[src/rtl/alu_sync_arbiter.sv]
// -----------------------------------------------------------------------------
// alu_sync_arbiter
//
// Shares the ALU's multi-cycle (synchronous) path between two requesters.
// The arbiter picks a requester round-robin and latches its operation. It then
// sequences the ALU trigger_sync / busy / result_ready handshake and returns a
// one-cycle response pulse to the owner. Opcodes below MUL (0..6) never reach
// the ALU; they are answered with an error response.
//
// Optional feature macro: ALU_ARB_TIMEOUT_EN
//   When this macro is defined, a WAIT that lasts TIMEOUT_CYCLES cycles is
//   aborted, and the owner receives an error response.
//
// Ports:
//   clock, reset_n                   clock (rising edge), async active-low reset
//   reqN_valid/op/in1/in2  (N=0,1)   request, held until reqN_ready
//   reqN_ready                       combinational accept strobe
//   respN_valid/data/err             one-cycle response to the owner
//   alu_operation/in1/in2            latched operation driven to the ALU
//   alu_trigger_sync                 one-cycle start pulse to the ALU
//   alu_busy, alu_result_ready,
//   alu_out_sync                     status and result from the ALU
// -----------------------------------------------------------------------------
module alu_sync_arbiter #(
    parameter int TIMEOUT_CYCLES = 64
) (
    input  logic        clock,
    input  logic        reset_n,
    input  logic        req0_valid,
    input  logic [3:0]  req0_op,
    input  logic [31:0] req0_in1,
    input  logic [31:0] req0_in2,
    output logic        req0_ready,
    input  logic        req1_valid,
    input  logic [3:0]  req1_op,
    input  logic [31:0] req1_in1,
    input  logic [31:0] req1_in2,
    output logic        req1_ready,
    output logic        resp0_valid,
    output logic [31:0] resp0_data,
    output logic        resp0_err,
    output logic        resp1_valid,
    output logic [31:0] resp1_data,
    output logic        resp1_err,
    output logic [3:0]  alu_operation,
    output logic [31:0] alu_in1,
    output logic [31:0] alu_in2,
    output logic        alu_trigger_sync,
    input  logic        alu_busy,
    input  logic        alu_result_ready,
    input  logic [31:0] alu_out_sync
);

    typedef enum logic [1:0] {
        ST_IDLE    = 2'd0,
        ST_ISSUE   = 2'd1,
        ST_WAIT    = 2'd2,
        ST_RESPOND = 2'd3
    } state_t;

    // Multiply/divide family (MUL..REMU) occupies opcodes 7..15
    function automatic logic is_sync_op(input logic [3:0] op);
        return (op >= 4'd7);
    endfunction

    state_t      r_state;
    state_t      w_state_nxt;
    logic        r_last;      // owner of the most recently accepted request
    logic        r_owner;     // owner of the operation in flight
    logic        r_err;
    logic [31:0] r_data;
    logic [3:0]  r_op;
    logic [31:0] r_in1;
    logic [31:0] r_in2;

    logic        w_grant0;
    logic        w_grant1;
    logic        w_acc0;
    logic        w_acc1;
    logic [3:0]  w_acc_op;
    logic        w_trigger;
    logic        w_complete;
    logic        w_timeout;

    // Round-robin grant: on a tie, the requester not served last wins
    always_comb begin
        w_grant0 = req0_valid && (!req1_valid || r_last);
        w_grant1 = req1_valid && (!req0_valid || !r_last);
    end

    assign w_acc0     = (r_state == ST_IDLE) && w_grant0;
    assign w_acc1     = (r_state == ST_IDLE) && w_grant1;
    assign w_acc_op   = w_acc1 ? req1_op : req0_op;
    // The ALU updates both flags on the trigger edge, so the first WAIT cycle is valid
    assign w_complete = alu_result_ready && !alu_busy;

`ifdef ALU_ARB_TIMEOUT_EN
    localparam logic [7:0] TO_LAST = 8'(TIMEOUT_CYCLES - 1);
    logic [7:0] r_wait_cnt;

    // WAIT cycle counter: cleared while issuing, counts every WAIT cycle
    always_ff @(posedge clock or negedge reset_n) begin
        if (!reset_n) begin
            r_wait_cnt <= 8'd0;
        end else if (r_state == ST_ISSUE) begin
            r_wait_cnt <= 8'd0;
        end else if (r_state == ST_WAIT) begin
            r_wait_cnt <= r_wait_cnt + 8'd1;
        end
    end

    // The last allowed WAIT cycle is the one that sees count TIMEOUT_CYCLES-1
    assign w_timeout = (r_state == ST_WAIT) && (r_wait_cnt == TO_LAST);
`else
    assign w_timeout = 1'b0;
`endif

    // Next-state and trigger decode
    always_comb begin
        w_state_nxt = r_state;
        w_trigger   = 1'b0;
        case (r_state)
            ST_IDLE: begin
                if (w_acc0 || w_acc1) begin
                    w_state_nxt = is_sync_op(w_acc_op) ? ST_ISSUE : ST_RESPOND;
                end else begin
                    w_state_nxt = ST_IDLE;
                end
            end
            ST_ISSUE: begin
                // An ALU still busy from an aborted operation must drain first
                if (!alu_busy) begin
                    w_trigger   = 1'b1;
                    w_state_nxt = ST_WAIT;
                end else begin
                    w_state_nxt = ST_ISSUE;
                end
            end
            ST_WAIT: begin
                if (w_complete || w_timeout) begin
                    w_state_nxt = ST_RESPOND;
                end else begin
                    w_state_nxt = ST_WAIT;
                end
            end
            ST_RESPOND: begin
                w_state_nxt = ST_IDLE;
            end
            default: begin
                w_state_nxt = ST_IDLE;
            end
        endcase
    end

    // State register
    always_ff @(posedge clock or negedge reset_n) begin
        if (!reset_n) begin
            r_state <= ST_IDLE;
        end else begin
            r_state <= w_state_nxt;
        end
    end

    // Request latch, round-robin history and response data/error capture
    always_ff @(posedge clock or negedge reset_n) begin
        if (!reset_n) begin
            r_last  <= 1'b1;
            r_owner <= 1'b0;
            r_op    <= 4'd0;
            r_in1   <= 32'd0;
            r_in2   <= 32'd0;
            r_data  <= 32'd0;
            r_err   <= 1'b0;
        end else if (w_acc0 || w_acc1) begin
            r_last  <= w_acc1;
            r_owner <= w_acc1;
            r_op    <= w_acc_op;
            r_in1   <= w_acc1 ? req1_in1 : req0_in1;
            r_in2   <= w_acc1 ? req1_in2 : req0_in2;
            r_data  <= 32'd0;
            // Illegal opcodes respond next cycle with err set and zero data
            r_err   <= !is_sync_op(w_acc_op);
        end else if ((r_state == ST_WAIT) && w_complete) begin
            r_data <= alu_out_sync;
            r_err  <= 1'b0;
        end else if (w_timeout) begin
            r_data <= 32'd0;
            r_err  <= 1'b1;
        end
    end

    assign req0_ready       = w_acc0;
    assign req1_ready       = w_acc1;
    assign alu_trigger_sync = w_trigger;
    // Operands come straight from the latch, so they hold through ISSUE/WAIT and IDLE
    assign alu_operation    = r_op;
    assign alu_in1          = r_in1;
    assign alu_in2          = r_in2;

    // Responses are decoded from registered state; the non-owner side stays 0
    assign resp0_valid = (r_state == ST_RESPOND) && !r_owner;
    assign resp1_valid = (r_state == ST_RESPOND) && r_owner;
    assign resp0_data  = resp0_valid ? r_data : 32'd0;
    assign resp1_data  = resp1_valid ? r_data : 32'd0;
    assign resp0_err   = resp0_valid && r_err;
    assign resp1_err   = resp1_valid && r_err;

endmodule
[config.mk]
export PLATFORM = sky130hd
export DESIGN_NAME = alu_sync_arbiter
export DESIGN_NICKNAME = d
export VERILOG_FILES = /design/src/rtl/alu_sync_arbiter.sv
export SDC_FILE = /design/constraint.sdc
export NUM_CORES = 1
export LEC_CHECK = 0
export CAP_MARGIN = 20
export CORE_AREA = 2 2 122 124
export CTS_BUF_LIST = sky130_fd_sc_hd__clkbuf_4
export DETAILED_ROUTE_END_ITERATION = 10
export DIE_AREA = 0 0 124 126
export PLACE_DENSITY_LB_ADDON = 0.1
export SLEW_MARGIN = 20
export SYNTH_ARGS = -nofsm -noshare
export SYNTH_HDL_FRONTEND = slang
export SYNTH_SLANG_ARGS = --single-unit
[constraint.sdc]
create_clock -name clock -period 1.7 [get_ports clock]
set_input_delay 0.34 -clock clock [delete_from_list [all_inputs] [get_ports clock]]
set_output_delay 0.34 -clock clock [all_outputs]
set_load 0.01 [all_outputs]
==> tab_implementation.tex, run 1 <==
\begin{tabular}{lr}
\hline
Metric & Value \\
\hline
\multicolumn{2}{l}{\textbf{Timing}} \\
Skew final & 0.0144 ns \\
Count of pins over their slew limit & 0 \\
Count of final setup violators & 111 \\
Worst-Margin Slew & 0.599 ns \\
Worst Slack Setup Final & -0.309 ns \\
Fin crit share & 118\% \\
Min Tclk post-route & 2.01 ns \\
Achievable clock frequency & 498 MHz \\
Hold violation total from the final report & 0 \\
Worst slew margin relative to its limit & 60.1\% \\
Unrepaired setup endpoints after global routing & yes \\
\multicolumn{2}{l}{\textbf{CTS}} \\
H-tree depth reported by CTS & 3 \\
Number of buffers created by CTS & 9 \\
Number of sinks handled by clock tree synthesis & 105 \\
Clock tree from TritonCTS & built \\
Register clock-pin slew on the reported worst setup and hold paths & 0.15 ns \\
CTS Buffer Depth & 2 \\
Clock latency at the later pin of the worst-skew pair & 0.46 ns \\
Clk root buf & clkbuf\_4 \\
\multicolumn{2}{l}{\textbf{Floorplan}} \\
Area of the core & 14300 um2 \\
Die Footprint & 15600 um2 \\
Site row count & 44 \\
Top-level port count & 313 \\
Vertical die dimension & 126 um \\
Chip width & 124 um \\
Initial Util & 35.8\% \\
\multicolumn{2}{l}{\textbf{Global route}} \\
Antenna violations before repair & 1 \\
Global Route Usage Sum & 21.8\% \\
First-pass GRT wire length & 26.3 mm \\
Largest net degree at the start of global routing & 106 \\
Number of global-route vias before repair & 5189 \\
Total congestion overflow & 0 \\
\multicolumn{2}{l}{\textbf{Outcome}} \\
Status & finished with violations \\
Violations in the final reports & negative setup slack \\
\multicolumn{2}{l}{\textbf{Drt}} \\
Post-detailed-route wirelength per cell & 16.4 um \\
Detailed-route vias per instance & 4.81 \\
Final antenna-violating net count & 0 \\
Remaining DRCs & 0 \\
Count of routing violations after the opening detailed-route iteration & 162 \\
Number of vias in the routed layout & 5159 \\
Total wire length & 17.6 mm \\
Initial DRT Pass Iterations & 4 \\
\multicolumn{2}{l}{\textbf{Worst setup path}} \\
Crit Path Class & register to output port \\
Slowest-stage cell, CP & dfrtp\_1 \\
Number of buffers and inverters on the critical path & 3 \\
CP top delay family & flip-flops \\
CP startpoint kind & register \\
Worst flop-to-flop path endpoint & r\_state[1]\$\_DFF\_PN0\_ \\
Crit path largest cell delay & 0.45 ns \\
CP Max Fanout & 4 \\
Endpoint kind of the worst setup timing path & output port \\
Arrival @ worst endpoint & 1.67 ns \\
Worst endpoint required time & 1.36 ns \\
Cell-by-cell listing of the critical path & and3\_4 > buf\_12 > clkbuf\_16 > and2\_4 > buf\_6 \\
Startpoint of the lowest-slack register-to-register path & r\_state[1]\$\_DFF\_PN0\_ \\
Worst-case reg-to-reg path depth & 8 \\
Reg-to-reg slack, setup & -0.06 ns \\
\multicolumn{2}{l}{\textbf{Place}} \\
Count of buffers inserted at the top-level ports & 312 \\
Placer's final routability congestion estimate & 0.834 \\
Pre-CTS setup slack & -0.391 ns \\
Placed wire-length estimate & 12.5 mm \\
\multicolumn{2}{l}{\textbf{Cells and area}} \\
Commonest non-fill, non-tap cells in the layout & clkdlybuf4s50\_1 (172), nand2\_1 (134), dfrtp\_1 (103), dlygate4sd2\_1 (68), mux2i\_1 (66) \\
Final nets & 1057 \\
Most common cell after layout, fill and taps aside & clkdlybuf4s50\_1 \\
Growth of design area from synthesis to finish & 78.0\% \\
Fraction of layout instances using a drive strength above 1 & 22.5\% \\
\multicolumn{2}{l}{\textbf{Job}} \\
\# Max-Cap Violations & 0 \\
\multicolumn{2}{l}{\textbf{Synthesis}} \\
Unique cell type count in the Yosys netlist & 30 \\
Prevailing post-synth register cell & dfrtp\_1 \\
Area fraction of the dominant cell type after synthesis & 50.8\% \\
Number of warnings issued by yosys & 0 \\
Count of flip-flops with a built-in enable after synthesis & 0 \\
Synthesized netlist net count & 714 \\
Number of register bits inferred by synthesis & 105 \\
Mapped cell area & 5130 um2 \\
Number of standard cells after synthesis & 540 \\
Cells taking the most area after synthesis & dfrtp\_1 (51\%), mux2i\_1 (13\%), nand2\_1 (9.9\%) \\
Seq/Total Area, Yosys & 51.3\% \\
Avg Inst Size Synth & 9.50 um2 \\
Yosys top cell by area & dfrtp\_1 \\
Post-synth ARST share & 100\% \\
\multicolumn{2}{l}{\textbf{Power and ir drop}} \\
Switch share & 38.6\% \\
Power Total & 11.9 mW \\
Relative contribution of sequential cells to total power & 35.2\% \\
Logic gate share of total power & 55.1\% \\
Leakage power of the design & 4.61 nW \\
Internal power component & 7.31 mW \\
Cell Pwr Density & 1310 nW/um2 \\
Peak ir drop on the vdd network & 0.584 mV \\
Share of total power in the clock network & 9.6\% \\
Power spent charging and discharging nets & 4.60 mW \\
\multicolumn{2}{l}{\textbf{Min path}} \\
Tightest Hold Check Type & input pin to register \\
End of the worst hold path & r\_data[30]\$\_DFFE\_PN0P\_ \\
Cells on Worst Hold Path & 3 \\
Start point of the worst hold path & alu\_out\_sync[30] \\
\hline
\end{tabular}
[worst min-delay path, cell delays in order]
cell             delay, ns
clkdlybuf4s50_1       0.40
nand2_1               0.06
a21oi_1               0.06
[final cells by class]
class                           count  area [um2]
Sequential cell                   105        2630
Timing Repair Buffer              372        3710
Clock inverter                      4        21.3
Multi-Input combinational cell    392        2430
Clock buffer                       12        90.1
Fill cell                        1226        5190
Inverter                            3        11.3
Antenna cell                        1        2.50
Tap cell                          184         230
[cell usage after synthesis, drive strengths merged, types with 2 or more instances]
cell type,n
nand2,135
a21oi,34
nand3,2
nand3b,2
clkbuf,19
buf,21
inv,3
dfrtp,104
and3,3
and2,66
mux2i,68
o21ai,71
[power by group through the flow]
| stage | clock network [mW] | registers [mW] | logic [mW] |
|---|---|---|---|
| floorplan | 0 | 4.53 | 2.50 |
| global placement | 0 | 4.20 | 6.07 |
| detailed placement | 0 | 4.25 | 6.18 |
| CTS | 1.21 | 4.18 | 6.09 |
| global route | 1.29 | 4.34 | 7.14 |
| finish | 1.15 | 4.20 | 6.57 |
[sequential cells by signal, summed over array words and instances, names as in the netlist]
register,cells
alu_in1,32
alu_in2,32
alu_operation,4
r_data,32
r_err,1
r_last,1
r_owner,1
r_state,2
[metrics by stage]
stage	setup TNS (ns)	instances	instance area (um2)	hold slack (ns)	utilization [%]
5_1_grt	-25.13	1073	9130	0.375	63.7
4_1_cts	-20.64	1062	8720	0.363	60.9
3_5_place_dp	-29.45	1034	8670	0.467	60.6
6_report	-16.66	1073	9130	0.409	63.7
3_3_place_gp	-25.44	1034	8670	0.459	60.6
2_1_floorplan	0	540	5130	0.0444	-
[logic make-up after synthesis]
kind of cell | Yosys count | synth area share [%]
AND/OR/NAND/NOR | 215 | 20.0
multiplexers | 68 | 13.3
AO/OA/AOI/OAI | 109 | 11.0
flip-flops | 105 | 51.3
buffers and inverters | 43 | 4.54
[timing repair]
action	in CTS	in global routing
endpoints found under the setup margin	146	132
cloned	5	5
hold endpoints to repair	104	0
hold buffers	1	0
pin swaps	20	3
resized for setup	401	64
buffers inserted	7	5
[per-layer routing]
layer | up-vias | track usage, % | wire (um)
li1 | 2490 | - | -
met1 | 2433 | 23.3 | 6520
met4 | 0 | 8.59 | 445
met3 | 29 | 6.34 | 1460
met5 | - | 0 | 0
met2 | 207 | 39.9 | 9200
[worst max-delay path by stage]
| stage | slack [ns] | endpoint | start | cells after the start |
|---|---|---|---|---|
| after global routing | -0.37 | resp0_data[21] | r_owner$_DFFE_PN0P_ | 6 |
| after detailed placement | -0.39 | alu_trigger_sync | alu_busy | 3 |
| after global placement | -0.38 | alu_trigger_sync | alu_busy | 3 |
| after CTS | -0.36 | resp0_data[22] | r_state[0]$_DFF_PN0_ | 5 |
| final | -0.31 | resp0_data[25] | r_state[1]$_DFF_PN0_ | 5 |
| after floorplan | 0.21 | resp0_data[10] | r_state[0]$_DFF_PN0_ | 4 |
Power figures use the tool's default switching activity.
==> run 2: changes to the inputs <==
--- a/config.mk
+++ b/config.mk
@@ -6,10 +6,11 @@
 export NUM_CORES = 1
 export LEC_CHECK = 0
 export CAP_MARGIN = 20
-export CORE_AREA = 2 2 122 124
+export CELL_PAD_IN_SITES_DETAIL_PLACEMENT = 0
+export CELL_PAD_IN_SITES_GLOBAL_PLACEMENT = 1
+export CORE_UTILIZATION = 27
 export CTS_BUF_LIST = sky130_fd_sc_hd__clkbuf_4
 export DETAILED_ROUTE_END_ITERATION = 10
-export DIE_AREA = 0 0 124 126
 export PLACE_DENSITY_LB_ADDON = 0.1
 export SLEW_MARGIN = 20
 export SYNTH_ARGS = -nofsm -noshare
==> tab_implementation.tex, run 2 (same netlist as run 1, synthesis figures left out) <==
\begin{tabular}{lr}
\hline
Metric & Value \\
\hline
\multicolumn{2}{l}{\textbf{Floorplan}} \\
Top-level port count & 313 (unchanged) \\
Chip width & 140 um (+13\%) \\
Vertical die dimension & 140 um (+11\%) \\
Area of the core & 18600 um2 (+30\%) \\
Initial Util & 27.5\% (-8.3 points) \\
Die Footprint & 19500 um2 (+25\%) \\
Site row count & 50 (+14\%) \\
\multicolumn{2}{l}{\textbf{Worst setup path}} \\
Crit path to & resp1\_data[26] \\
Worst setup path startpoint & r\_state[1]\$\_DFF\_PN0\_ \\
Worst-case reg-to-reg path depth & 10 (+2) \\
Reg-to-reg slack, setup & -0.21 ns (-0.15 ns) \\
CP Max Fanout & 6 (+2) \\
Worst flop-to-flop path endpoint & r\_state[1]\$\_DFF\_PN0\_ \\
Crit Path Class & register to output port \\
Endpoint kind of the worst setup timing path & output port \\
Startpoint of the lowest-slack register-to-register path & r\_state[1]\$\_DFF\_PN0\_ \\
CP startpoint kind & register \\
Arrival @ worst endpoint & 1.70 ns (+0.03 ns) \\
Worst endpoint required time & 1.36 ns (about the same) \\
\multicolumn{2}{l}{\textbf{CTS}} \\
Number of buffers created by CTS & 9 (unchanged) \\
Register clock-pin slew on the reported worst setup and hold paths & 0.15 ns (about the same) \\
Clk root buf & clkbuf\_4 \\
Clock latency at the later pin of the worst-skew pair & 0.47 ns (about the same) \\
Clock tree from TritonCTS & built \\
Number of sinks handled by clock tree synthesis & 105 (unchanged) \\
H-tree depth reported by CTS & 3 (unchanged) \\
CTS Buffer Depth & 2 (unchanged) \\
\multicolumn{2}{l}{\textbf{Drt}} \\
Number of vias in the routed layout & 5217 (+1.1\%) \\
Remaining DRCs & 0 (unchanged) \\
Final antenna-violating net count & 0 (unchanged) \\
Detailed-route vias per instance & 4.53 (-5.8\%) \\
Count of routing violations after the opening detailed-route iteration & 142 (-12\%) \\
Post-detailed-route wirelength per cell & 16.6 um (+1.1\%) \\
Total wire length & 19.1 mm (+8.6\%) \\
Initial DRT Pass Iterations & 4 (unchanged) \\
\multicolumn{2}{l}{\textbf{Place}} \\
Placed wire-length estimate & 13.0 mm (+3.6\%) \\
Placer's final routability congestion estimate & 0.857 (+2.7\%) \\
Count of buffers inserted at the top-level ports & 312 (unchanged) \\
Number of cells in the design after placement & 1090 (+5.4\%) \\
\multicolumn{2}{l}{\textbf{Cells and area}} \\
Fill cell total of the finished layout & 1708 (+39\%) \\
Area of the multi-input gates & 2510 um2 (+3.5\%) \\
Growth of design area from synthesis to finish & 89.2\% \\
Final nets & 1085 (+2.6\%) \\
Final Non-Filler Cells & 1152 (+7.4\%) \\
Most common cell after layout, fill and taps aside & clkdlybuf4s50\_1 \\
Fraction of layout instances using a drive strength above 1 & 27.0\% (+4.4 points) \\
Commonest non-fill, non-tap cells in the layout & clkdlybuf4s50\_1 (172), nand2\_1 (133), dfrtp\_1 (104), buf\_6 (75) \\
Sequential cell area in the final layout & 2630 um2 (about the same) \\
\multicolumn{2}{l}{\textbf{Power and ir drop}} \\
Power spent charging and discharging nets & 4.83 mW (+4.9\%) \\
Share of total power in the clock network & 9.2\% (-0.4 points) \\
Power Total & 12.6 mW (+6.0\%) \\
Internal power component & 7.80 mW (+6.6\%) \\
Logic gate share of total power & 57.5\% (+2.4 points) \\
Leakage power of the design & 4.76 nW (+3.3\%) \\
Switch share & 38.2\% (-0.38 points) \\
Peak ir drop on the vdd network & 0.564 mV (-3.5\%) \\
Cell Pwr Density & 1300 nW/um2 (-0.32\%) \\
Relative contribution of sequential cells to total power & 33.3\% (-1.9 points) \\
\multicolumn{2}{l}{\textbf{Timing}} \\
Count of final setup violators & 133 (+20\%) \\
Achievable clock frequency & 489 MHz (-1.7\%) \\
Worst Slack Setup Final & -0.343 ns (-0.0344 ns) \\
Hold violation total from the final report & 0 (unchanged) \\
Count of pins over their slew limit & 0 (unchanged) \\
Min Tclk post-route & 2.04 ns (+0.0344 ns) \\
Worst slew margin relative to its limit & 78.3\% (+18 points) \\
Skew final & 0.0182 ns (+0.00388 ns) \\
Unrepaired setup endpoints after global routing & yes \\
Fin crit share & 120\% (+2.0 points) \\
Worst-Margin Slew & 0.326 ns (-0.273 ns) \\
\multicolumn{2}{l}{\textbf{Job}} \\
\# Max-Cap Violations & 0 (unchanged) \\
\multicolumn{2}{l}{\textbf{Outcome}} \\
Status & finished with violations \\
Violations in the final reports & negative setup slack \\
\multicolumn{2}{l}{\textbf{Global route}} \\
Antenna violations before repair & 1 (unchanged) \\
First-pass GRT wire length & 28.3 mm (+7.4\%) \\
Global Route Usage Sum & 18.7\% (-3.1 points) \\
Number of global-route vias before repair & 5214 (+0.48\%) \\
Total congestion overflow & 0 (unchanged) \\
Largest net degree at the start of global routing & 57 (-46\%) \\
\multicolumn{2}{l}{\textbf{Min path}} \\
Tightest Hold Check Type & input pin to asynchronous set/reset pin \\
\hline
\end{tabular}
run 2: changes by cell type in the layout (fill, tap and decap cells not counted), sizes merged:
cell      previous run  this run
clkinvlp             0         1
clkbuf              16        19
diode                1         2
clkinv               4         3
buf                127       152
run 2: area by class of cell:
class	count	share of cell area [%]
clock inverters	4	0.206
inverters	3	0.116
diodes	2	0.0516
multi-input cells	392	25.9
clock buffers	12	0.929
flip-flops and latches	105	27.1
repair buffers	400	42.7
well taps	234	3.02
run 2: how the worst min path moves through the flow:
stage                    start                       to  slack [ns]  cells after the start
4_1_cts        alu_out_sync[8]    r_data[8]$_DFFE_PN0P_        0.34                      3
3_5_place_dp           reset_n  alu_in1[22]$_DFFE_PN0P_        0.37                      2
2_1_floorplan          reset_n   alu_in1[0]$_DFFE_PN0P_        0.04                      0
6_report               reset_n  alu_in1[22]$_DFFE_PN0P_        0.39                      3
3_3_place_gp           reset_n  alu_in1[24]$_DFFE_PN0P_        0.36                      2
5_1_grt        alu_out_sync[8]    r_data[8]$_DFFE_PN0P_        0.37                      3
run 2: critical path, cell delays in order, from the launching register on:
cell     delay, ns
dfrtp_1       0.44
and3_4        0.21
buf_12        0.13
buf_8         0.12
buf_6         0.10
and2_4        0.14
buf_6         0.11
run 2: timing repair:
item / 4_1_cts / 5_1_grt
cloned: 8 / 9
buffers inserted: 28 / 11
pin swaps: 39 / 21
endpoints found under the hold margin: 104 / 0
hold buffers: 1 / 0
endpoints found under the setup margin: 147 / 145
resized for setup: 444 / 98
run 2: power by group through the flow:
stage | Combinational, mW | Sequential (mW) | Clock [mW]
floorplan | 2.50 | 4.53 | 0
global placement | 6.18 | 4.20 | 0
detailed placement | 6.26 | 4.25 | 0
CTS | 6.52 | 4.20 | 1.24
global route | 7.90 | 4.36 | 1.31
finish | 7.26 | 4.21 | 1.16
run 2: stage by stage:
| stage | hold slack, ns | setup TNS (ns) | worst slack [ns] | utilization [%] | area [um2] |
|---|---|---|---|---|---|
| finish | 0.387 | -25.62 | -0.343 | 52.0 | 9700 |
| global route | 0.366 | -37.46 | -0.431 | 52.0 | 9700 |
| CTS | 0.339 | -24.25 | -0.410 | 48.8 | 9090 |
| detailed placement | 0.366 | -21.71 | -0.383 | 47.0 | 8760 |
| global placement | 0.364 | -19.48 | -0.377 | 47.0 | 8760 |
| floorplan | 0.0444 | 0 | 0.214 | - | 5130 |
run 2: layer usage:
layer	track usage [%]	vias up	wire (um)	share of wire (%)
met2	33.2	227	9610	50
li1	-	2545	-	-
met4	7.63	0	503	2.6
met3	5.61	29	1460	7.6
met1	20.8	2416	7570	40
met5	0	-	0	0
